==> config.mk <==
export PLATFORM = sky130hd
export DESIGN_NAME = fifo_push_arbiter
export DESIGN_NICKNAME = d
export VERILOG_FILES = /design/src/rtl/fifo_arb_pkg.sv /design/src/rtl/rr_pick.sv /design/src/rtl/fifo_push_arbiter.sv
export SDC_FILE = /design/constraint.sdc
export NUM_CORES = 1
export LEC_CHECK = 0
export ABC_AREA = 0
export CAP_MARGIN = 20
export CELL_PAD_IN_SITES_DETAIL_PLACEMENT = 0
export CELL_PAD_IN_SITES_GLOBAL_PLACEMENT = 2
export CORE_UTILIZATION = 26
export DETAILED_ROUTE_END_ITERATION = 8
export PLACE_DENSITY_LB_ADDON = 0.1
export SLEW_MARGIN = 40
export SYNTH_ARGS = -nofsm -noshare
export SYNTH_HDL_FRONTEND = slang
export SYNTH_SLANG_ARGS = --single-unit
==> constraint.sdc <==
create_clock -name clk -period 2.11 [get_ports clk]
set_input_delay 0.3165 -clock clk [delete_from_list [all_inputs] [get_ports clk]]
set_output_delay 0.3165 -clock clk [all_outputs]
set_load 0.01 [all_outputs]
==> src/rtl/fifo_arb_pkg.sv <==
// Shared definitions for the fifo push arbiter.
//   state_t    : controller state encoding (IDLE, ISSUE, SETTLE, WAIT, ACK)
//   DATA_W_DEF : default producer / fifo data width
//   clog2      : index width helper usable in parameter and port declarations
package fifo_arb_pkg;

  localparam int DATA_W_DEF = 8;

  typedef enum logic [2:0] {
    IDLE   = 3'd0,
    ISSUE  = 3'd1,
    SETTLE = 3'd2,
    WAIT   = 3'd3,
    ACK    = 3'd4
  } state_t;

  // Smallest r with 2**r >= v; returns at least 1 so a 1-bit index always exists.
  function automatic int clog2(input int v);
    int r;
    r = 1;
    while ((1 << r) < v) r++;
    return r;
  endfunction

endpackage

==> src/rtl/rr_pick.sv <==
// Combinational round-robin picker.
//   req    : per-requester request vector
//   ptr    : index with highest priority this round
//   winner : first set request at or above ptr, wrapping to the bottom
//   any    : at least one request is set
module rr_pick #(
  parameter int N  = 4,
  parameter int IW = 2
) (
  input  logic [N-1:0]  req,
  input  logic [IW-1:0] ptr,
  output logic [IW-1:0] winner,
  output logic          any
);

  logic [N-1:0] hi_mask;
  logic [N-1:0] hi_req;
  logic [N-1:0] src;

  always_comb begin
    // Requests at or above ptr take precedence; if none, fall back to the
    // full vector, which gives the wrap-around half of the scan.
    hi_mask = ~((N'(1) << ptr) - N'(1));
    hi_req  = req & hi_mask;
    src     = (|hi_req) ? hi_req : req;
    any     = |req;
    winner  = '0;
    // Lowest set bit of src; scanning downward lets the lowest index win.
    for (int i = N - 1; i >= 0; i--) begin
      if (src[i]) winner = IW'(i);
    end
  end

endmodule

==> src/rtl/fifo_push_arbiter.sv <==
// Round-robin write controller sharing one fifo write port among N producers.
//   clk, rst_n          : clock, asynchronous active-low reset
//   req / req_data      : per-producer request and flattened data slices
//   ack / err           : one-cycle completion pulse (err marks a busy timeout)
//   grant_id / active   : current or last granted producer, transaction in flight
//   fifo_full/fifo_busy : fifo status inputs
//   fifo_push/fifo_data : one-cycle push strobe and registered push data
module fifo_push_arbiter
  import fifo_arb_pkg::*;
#(
  parameter int N       = 4,
  parameter int DATA_W  = DATA_W_DEF,
  parameter int TIMEOUT = 16
) (
  input  logic                  clk,
  input  logic                  rst_n,
  input  logic [N-1:0]          req,
  input  logic [N*DATA_W-1:0]   req_data,
  output logic [N-1:0]          ack,
  output logic                  err,
  output logic [clog2(N)-1:0]   grant_id,
  output logic                  active,
  input  logic                  fifo_full,
  input  logic                  fifo_busy,
  output logic                  fifo_push,
  output logic [DATA_W-1:0]     fifo_data
);

  localparam int IW = clog2(N);
  localparam int CW = clog2(TIMEOUT + 1);
  localparam logic [CW-1:0] CNT_LAST = CW'(TIMEOUT - 1);

  state_t        state, nxt;
  logic [IW-1:0] ptr, winner;
  logic          any, grant, ack_d, err_d, active_d;
  logic [CW-1:0] cnt;

  rr_pick #(.N(N), .IW(IW)) u_pick (
    .req    (req),
    .ptr    (ptr),
    .winner (winner),
    .any    (any)
  );

  always_ff @(posedge clk or negedge rst_n) begin
    if (!rst_n) state <= IDLE;
    else        state <= nxt;
  end

  always_comb begin
    nxt = state;
    case (state)
      IDLE:    if (any && !fifo_full && !fifo_busy) nxt = ISSUE;
      ISSUE:   nxt = SETTLE;
      // The fifo raises busy in response to the push, so one cycle is
      // skipped before busy is trusted.
      SETTLE:  nxt = WAIT;
      WAIT:    if (!fifo_busy || cnt == CNT_LAST) nxt = ACK;
      ACK:     nxt = IDLE;
      default: nxt = IDLE;
    endcase
  end

  // Next values of the registered outputs, derived from the transition taken.
  always_comb begin
    grant    = (state == IDLE) && (nxt == ISSUE);
    ack_d    = (state == WAIT) && (nxt == ACK);
    // Leaving WAIT while busy is still high can only be the timeout path.
    err_d    = ack_d && fifo_busy;
    active_d = grant || (active && (state != ACK));
  end

  always_ff @(posedge clk or negedge rst_n) begin
    if (!rst_n) begin
      ptr       <= '0;
      grant_id  <= '0;
      fifo_data <= '0;
      fifo_push <= 1'b0;
      ack       <= '0;
      err       <= 1'b0;
      active    <= 1'b0;
      cnt       <= '0;
    end else begin
      fifo_push <= grant;
      ack       <= ack_d ? (N'(1) << grant_id) : '0;
      err       <= err_d;
      active    <= active_d;
      // Counts busy cycles inside WAIT; zero everywhere else.
      cnt       <= (state == WAIT) ? cnt + 1'b1 : '0;
      if (grant) begin
        grant_id  <= winner;
        fifo_data <= req_data[int'(winner)*DATA_W +: DATA_W];
        ptr       <= (winner == IW'(N - 1)) ? '0 : winner + 1'b1;
      end
    end
  end

endmodule

==> impl_metrics.tcl <==
set metrics [dict create \
    clk_pin_slew_worst_paths_ns 0.09 \
    firstDrtPassIters 4 \
    comb_power_share_pct 46.0 \
    path_class "input pin to register" \
    yosysSeqAreaShare_pct 48.87 \
    end_kind "register" \
    synth_edf_count 0 \
    wl_met1_um 1560 \
    grt_max_degree 28 \
    power.net_switching_uw 715.1 \
    overflow 0 \
    rows 26 \
    drive_gt1_share_pct 12.02 \
    die_x_um 74.92 \
    p_int_uw 1344 \
    gp_congestion 0.6904 \
    final_cell_mix "clkdlybuf4s50_1 (56), dfrtp_1 (27), mux2i_1 (17)" \
    rr_startpoint "cnt[0]$_DFF_PN0_" \
    swShare_pct 34.73 \
    wl_met3_um 155 \
    synthFlopType "dfrtp_1" \
    initial_utilization_pct 27.07 \
    layout_setup_ws_ns 0.3456 \
    rsz0062_at_grt "false" \
    cts_made_buffers 3 \
    async_reset_ff_share_pct 100.0 \
    synth_cell_type_count 33 \
    seqPwrFrac_pct 39.7 \
    fmax_ghz 0.5668 \
    p_leak_uw 0.0009173 \
    clock_path_buffers 2 \
    ant_nets 0 \
    area_growth_pct 51.58 \
    fillerInstances 532 \
    htreeDepth 1 \
    pre_cts_slack_ns 0.03761 \
    dieArea_um2 5613 \
    run_status "finished clean" \
    place_area_um2 2051 \
    avgSynthCellArea_um2 11.62 \
    cp-start-kind "input pin" \
    io_pins 57 \
    cts_setup_buffers 0 \
    final_cell_area_um2 2096 \
    rr_worst_depth 6 \
    finalSetupViolations 0 \
    hold_buffers 0 \
    worstPathArrival_ns 1.92 \
    cts_resized 0 \
    cts_tree "done" \
    tightestPinTransition_ns 0.3446 \
    synth_area_leaders "dfrtp_1 (49%), mux2i_1 (12%), o221ai_2 (8.7%)" \
    cap_viol_max_count 0 \
    final_common_cell "clkdlybuf4s50_1" \
    path_max_fanout 19 \
    insertion_delay_ns 0.27 \
    vias 1135 \
    dpl.hpwl_um 2476 \
    die_h_um 74.92 \
    period_share_pct 83.62 \
    clock-root-buffer "clkbuf_8" \
    dr_wl_met2_um 1507 \
    wl_per_cell_um 12.93 \
    yosysWarnings 0 \
    yosysTopAreaCell "dfrtp_1" \
    grt_pass1_wl_um 5188 \
    portBuffers 56 \
    slew_viol_final 0 \
    grt_util_all_layers_pct 12.43 \
    power_density_nw_per_um2 982.4 \
    insertedDiodeCount 0 \
    antenna_found_initial 0 \
    max-slew-margin-rel_pct 77.02 \
    drt_iter0_drc 40 \
    synth_top_cell_area_share_pct 48.87 \
    tns_ns 0 \
    drc_errors 0 \
    coreArea_um2 5107 \
    vdd_drop_max_v 0.0004673 \
    wl_um 3272 \
    rrSetupSlack_ns 0.35 \
    fin_skew_ns 0.005182 \
    r2r_end "ack[3]$_DFF_PN0_" \
    hold_path_class "input pin to async pin" \
    synthesis.area_um2 1383 \
    fin_nets 226 \
    synth-seq-cells 27 \
    cts.sinks 27 \
    syn-instance-count 119 \
    p_clk_share_pct 14.3 \
    cp.required_ns 2.26 \
    syn_nets 161 \
    maxUsedRoutingLayer "met4" \
    hold_violations 0 \
    finalCriticalPeriod_ns 1.764 \
    grt_pass1_vias 1063 \
    drt-vias-per-instance 4.486 \
]
cell usage after synthesis, types with 3 or more instances:
master / n
dfrtp_1: 27
mux2i_1: 17
inv_1: 4
nand2_1: 16
nor2b_1: 3
nor2_1: 11
o221ai_2: 8
kinds of logic (layout without fill, tap and decap cells):
kind of cell	after synthesis	after routing	synth area share (%)
AO/OA/AOI/OAI	19	19	14.84
XOR/XNOR	2	2	1.267
adder cells (fa/ha/maj)	2	2	1.810
buffers and inverters	8	72	4.615
flip-flops	27	27	48.87
multiplexers	17	17	12.31
AND/OR/NAND/NOR	44	44	16.29
state kept, by name, summed over array words and instances, names as in the netlist:
signal	cells
ptr	2
active	1
fifo_push	1
grant_id	2
state	3
ack	4
err	1
cnt	5
fifo_data	8
metal layers:
| layer | GRT usage, % | vias up |
|---|---|---|
| met2 | 17.82 | 34 |
| li1 | - | 555 |
| met1 | 17.96 | 542 |
| met5 | 0 | - |
| met3 | 3.614 | 4 |
| met4 | 3.983 | 0 |
power groups by stage:
stage,registers (µW),clock network [µW],logic (µW)
2_1_floorplan,854,0,518
3_3_place_gp,829,0,957
3_5_place_dp,826,0,964
4_1_cts,821,310,967
5_1_grt,845,322,1040
6_report,818,295,947
metrics by stage:
stage / power, µW / util (%) / std cells / hold WS (ns)
final: 2059 / 41.03 / 253 / 0.4162
after global routing: 2205 / 41.03 / 253 / 0.4460
after CTS: 2098 / 41.03 / 253 / 0.4322
after detailed placement: 1791 / 40.15 / 249 / 0.4639
after global placement: 1785 / 40.15 / 249 / 0.4511
after floorplan: 1373 / - / 119 / 0.02091
worst max path at each step:
| stage | startpoint | endpoint | cells after the start |
|---|---|---|---|
| 6_report | req[2] | fifo_data[5]$_DFFE_PN0P_ | 6 |
| 5_1_grt | cnt[0]$_DFF_PN0_ | ack[3]$_DFF_PN0_ | 6 |
| 4_1_cts | req[2] | fifo_data[5]$_DFFE_PN0P_ | 6 |
| 3_5_place_dp | req[2] | fifo_data[5]$_DFFE_PN0P_ | 6 |
| 3_3_place_gp | req[2] | fifo_data[3]$_DFFE_PN0P_ | 6 |
| 2_1_floorplan | ptr[1]$_DFFE_PN0P_ | fifo_data[1]$_DFFE_PN0P_ | 6 |
worst max-delay path, cell delays in order:
cell	delay, ns
clkdlybuf4s50_1	0.54
or3b_1	0.38
o221ai_2	0.09
buf_12	0.21
mux2i_1	0.25
o221ai_2	0.12
final cells by class:
| type | instances | area [µm²] | share of cell area (%) |
|---|---|---|---|
| sequential | 27 | 675.6 | 32.24 |
| clock buffer | 4 | 45.04 | 2.149 |
| multi-input combinational | 84 | 643.1 | 30.69 |
| inverter | 5 | 18.77 | 0.8955 |
| timing repair buffer | 63 | 625.6 | 29.85 |
| tap | 70 | 87.58 | 4.179 |
(Power assumes the default switching activity.)
